==> src/rtl/seq_det_arbiter.sv <==
// Round-robin arbiter that lends one serial "1001" detector to NREQ lanes,
// one FRAME_LEN-bit frame at a time, and reports the match count per frame.
module seq_det_arbiter #(
    parameter int NREQ      = 4,
    parameter int FRAME_LEN = 16,
    parameter int CNT_W     = 5,
    parameter int ID_W      = 2
) (
    input  logic             clk,
    input  logic             rst,
    input  logic [NREQ-1:0]  req,
    input  logic [NREQ-1:0]  din,
    output logic [NREQ-1:0]  gnt,
    output logic             busy,
    output logic             done,
    output logic [ID_W-1:0]  done_id,
    output logic [CNT_W-1:0] match_cnt
);

    localparam int IDX_W = (NREQ > 1) ? $clog2(NREQ) : 1;
    localparam int BC_W  = (FRAME_LEN > 1) ? $clog2(FRAME_LEN) : 1;

    localparam logic [1:0] IDLE   = 2'd0;
    localparam logic [1:0] STREAM = 2'd1;
    localparam logic [1:0] REPORT = 2'd2;

    logic [1:0]       state;
    logic [IDX_W-1:0] owner;
    logic [IDX_W-1:0] last_owner;
    logic [IDX_W-1:0] pick_idx;
    logic             pick_valid;
    logic [BC_W-1:0]  bit_cnt;
    logic [2:0]       hist;
    logic [CNT_W-1:0] run_cnt;
    logic [CNT_W-1:0] cnt_next;
    logic             sample;
    logic             hit;
    logic             last_bit;

    // Walk downward so the closest requester after last_owner is written last and wins.
    always_comb begin
        logic [IDX_W-1:0] cand;
        cand       = '0;
        pick_valid = 1'b0;
        pick_idx   = '0;
        for (int i = NREQ; i >= 1; i--) begin
            cand = IDX_W'((int'(last_owner) + i) % NREQ);
            if (req[cand]) begin
                pick_valid = 1'b1;
                pick_idx   = cand;
            end
        end
    end

    assign sample   = din[owner];
    assign hit      = ({hist, sample} == 4'b1001);
    assign cnt_next = (hit && (run_cnt != '1)) ? run_cnt + CNT_W'(1) : run_cnt;
    assign last_bit = (bit_cnt == BC_W'(FRAME_LEN - 1));

    assign busy = (state != IDLE);
    assign done = (state == REPORT);

    always_ff @(posedge clk) begin
        if (rst) begin
            state      <= IDLE;
            gnt        <= '0;
            owner      <= '0;
            last_owner <= IDX_W'(NREQ - 1);
            bit_cnt    <= '0;
            hist       <= 3'b000;
            run_cnt    <= '0;
            done_id    <= '0;
            match_cnt  <= '0;
        end else begin
            case (state)
                IDLE: begin
                    if (pick_valid) begin
                        gnt        <= NREQ'(1) << pick_idx;
                        owner      <= pick_idx;
                        last_owner <= pick_idx;
                        bit_cnt    <= '0;
                        hist       <= 3'b000;
                        run_cnt    <= '0;
                        state      <= STREAM;
                    end
                end
                STREAM: begin
                    hist    <= {hist[1:0], sample};
                    run_cnt <= cnt_next;
                    bit_cnt <= bit_cnt + BC_W'(1);
                    // The final sample's match lands in match_cnt via cnt_next.
                    if (last_bit) begin
                        gnt       <= '0;
                        done_id   <= ID_W'(owner);
                        match_cnt <= cnt_next;
                        state     <= REPORT;
                    end
                end
                REPORT: begin
                    state <= IDLE;
                end
                default: begin
                    gnt   <= '0;
                    state <= IDLE;
                end
            endcase
        end
    end

endmodule

==> config.mk <==
export PLATFORM = sky130hd
export DESIGN_NAME = seq_det_arbiter
export DESIGN_NICKNAME = d
export VERILOG_FILES = /design/src/rtl/seq_det_arbiter.sv
export SDC_FILE = /design/constraint.sdc
export NUM_CORES = 1
export LEC_CHECK = 0
export CAP_MARGIN = 25
export CELL_PAD_IN_SITES_DETAIL_PLACEMENT = 1
export CELL_PAD_IN_SITES_GLOBAL_PLACEMENT = 1
export CORE_MARGIN = 1
export CORE_UTILIZATION = 35
export CTS_CLUSTER_DIAMETER = 100
export DETAILED_ROUTE_END_ITERATION = 6
export GPL_TIMING_DRIVEN = 0
export PLACE_DENSITY = 0.84
export SETUP_SLACK_MARGIN = 0.15
export SYNTH_ARGS = -nofsm -noshare
export SYNTH_HDL_FRONTEND = slang
export SYNTH_SLANG_ARGS = --single-unit
==> constraint.sdc <==
create_clock -name clk -period 2.2 [get_ports clk]
set_input_delay 0.33 -clock clk [delete_from_list [all_inputs] [get_ports clk]]
set_output_delay 0.33 -clock clk [all_outputs]
set_load 0.02 [all_outputs]
==> metrics <==
cell-by-cell trace of the critical path=ha_4, and3_4, ha_4, nor4b_4, and2_4, buf_8, nand2_4, or3_1, a21oi_2; Vias/cell=5.283; CTS buffer count=5; Hold Path Depth=2; Slew headroom=53.67%; syn nets=169; DRT antenna net count=0; initial antenna violation count=0; layout cell share with drive strength beyond 1=14.29%; kind of cell adding the most delay to the critical path=simple AND/OR/NAND/NOR gates; maximum vdd drop=0.0003501 V; count of cell types in the netlist=37; nets=201; R2R depth=9; design area=1779 µm²; async set or reset register ratio after synthesis=0%; DR pass1 iterations=4; Critical Path AT=2270 ps; HPWL after DPL=2.558 mm; Crit path buffers/inverters=1; vias=1252; RSZ-0062 raised after global routing=true; Initial DRC Count=49; Area contributors post-synth=dfxtp_1, a21oi_1, nor2_1; starting density of the core=36.43%; Yosys top cell area share=43.53%; vias in the first global route=1301; Pwr per Cell Area=676.7 nW/µm²; synth cell count leaders=dfxtp_1, nor2_1, a21oi_1; number of buffers added on ports=21; CP max stage cell=or3_1; Synth Warn #=0; CP Capture Type=register; Setup CP Type=reg -> reg; predominant post-synthesis flop cell=dfxtp_1; HP Class=reg -> reg; Max clock buf depth=2; number of flops mapped to enable cells by yosys=0; non-filler cells in the finished layout=237; Clock Sinks=29; Mapped Cells=156; fin. max-slew vios=0; chip height=63.73 µm; Max-Cap Viols=0; chip width=63.73 µm; slowest stage delay, CP=380 ps; number of antenna diodes=0; drt wl/cell=15.31 µm; Placed Cells=225; core area=3661 µm²; H-tree level count=2; GRT Total Usage=19.55%; Final Hold Fails=0; register bit total from synthesis=29; Mapped Area=1334 µm²; Mapped Avg Cell Area=8.550 µm²; status=complete, no violations; root buf cell=clkbuf_8; period utilization=93.44%; Area Growth Syn to Fin=33.40%; full die area=4062 µm²; Lkg Pwr=0.0006266 µW; fmax=486.5 MHz; Final setup violation count=0; placed cell areas=1604 µm²; CP dominant cell by count=ha_4; largest area contributor in the netlist=dfxtp_1; Crit path depth=9; Post-Route WL=3.629 mm; WP data required=2410 ps; cell row count=22; CTS Hold Buffers Added=0; # DRC=0; fill cell count=421; CTS tree=built; Clock Skews=3.763 ps; CP Launch Type=register; clk_lat worst skew=280 ps; Routability Congestion=0.7705; multi-input logic area=745.7 µm²; Register Area=585.6 µm²; most common cell in the synthesized netlist=dfxtp_1; global-route wire length before repair=5.961 mm; Worst Tran Pin Value=695.0 ps; largest net degree at the start of global routing=11; Worst-path clk slew=60 ps; total congestion overflow=0; I/O pins=23; register area share after synthesis=43.53%; crit-path max FO=6; crit path time final=2056 ps
-- worst register-to-register path, stage by stage (launching register included) --
cell and delay (ps):
dfxtp_4 370, ha_4 160, and3_4 180, ha_4 160, nor4b_4 290, and2_4 180
buf_8 110, nand2_4 50, or3_1 380, a21oi_2 120
-- flip-flops by register name, indices dropped and copies added, names as in the netlist --
signal,count
hist,3
owner,2
gnt,4
state,2
bit_cnt,4
run_cnt,5
last_owner,2
match_cnt,5
done_id,2
-- stage by stage --
stage	hold WS (ps)	setup TNS (ps)	util [%]	total power (µW)	setup slack [ps]
after floorplan	448.5	0	-	664.4	198.3
after global placement	441.6	0	43.81	718.9	83.80
after detailed placement	459.2	-1.574	43.81	728.6	-1.574
after CTS	468.0	0	47.03	1215	156.6
after global routing	479.9	0	48.60	1256	59.02
final	460.2	0	48.60	1204	144.4
-- final cells by class --
class	count	area share, %
Multi-Input combinational cell	118	41.91
Sequential cell	29	32.91
Timing Repair Buffer	25	13.50
Clock buffer	7	5.415
Tap cell	48	3.376
Buffer	8	2.391
Clock inverter	1	0.2813
Inverter	1	0.2110
-- path summary, 6_finish.rpt --
| path | startpoint | endpoint | slack [ps] |
|---|---|---|---|
| setup / recovery | run_cnt[0] | run_cnt[2] | 140 |
| hold reg to reg | gnt[0] | gnt[0] | 460 |
| setup reg to reg | run_cnt[0] | run_cnt[2] | 140 |
| hold / removal | gnt[0] | gnt[0] | 460 |
-- timing repair --
action,in CTS,in global routing
pin swaps,1,8
setup buffers,0,4
gates cloned,0,0
endpoints found under the setup margin,4,5
gates resized for setup,4,8
-- layout by cell type, fill, tap and decap left out, types with 2 or more instances in the layout --
master,instances
dfxtp_1,27
clkdlybuf4s50_1,21
nor2_1,20
a21oi_1,18
nand2_1,15
nand3_1,10
clkbuf_8,7
clkbuf_1,5
nand2b_1,5
a211oi_1,5
nor2b_1,4
nor3_1,4
buf_4,4
a21o_1,3
o21ai_0,3
xor2_1,3
mux2i_1,2
xnor2_1,2
a311oi_1,2
ha_4,2
-- cell families after synthesis --
| logic type | Yosys count | synth area share, % |
|---|---|---|
| and+or+nand+nor | 69 | 26.17 |
| AOI/OAI and AO/OA | 38 | 17.54 |
| DFF | 29 | 43.53 |
| buffers and inverters | 9 | 3.470 |
| xor gates and xnor gates | 5 | 3.284 |
| muxes | 3 | 3.189 |
| adders and majority gates | 3 | 2.815 |
-- power by group --
part	total [µW]	internal (µW)	switching, µW
clock	486	282	203
sequential	563	544	19.1
combinational	155	65.5	89.5
-- per-layer routing --
layer	up-vias	wire length, µm	GRT usage (%)
met5	-	0	0
met4	0	57	8.523
met3	6	113	5.357
met2	23	1902	34.04
met1	610	1556	22.12
li1	613	-	-
Power figures use the tool's default switching activity.
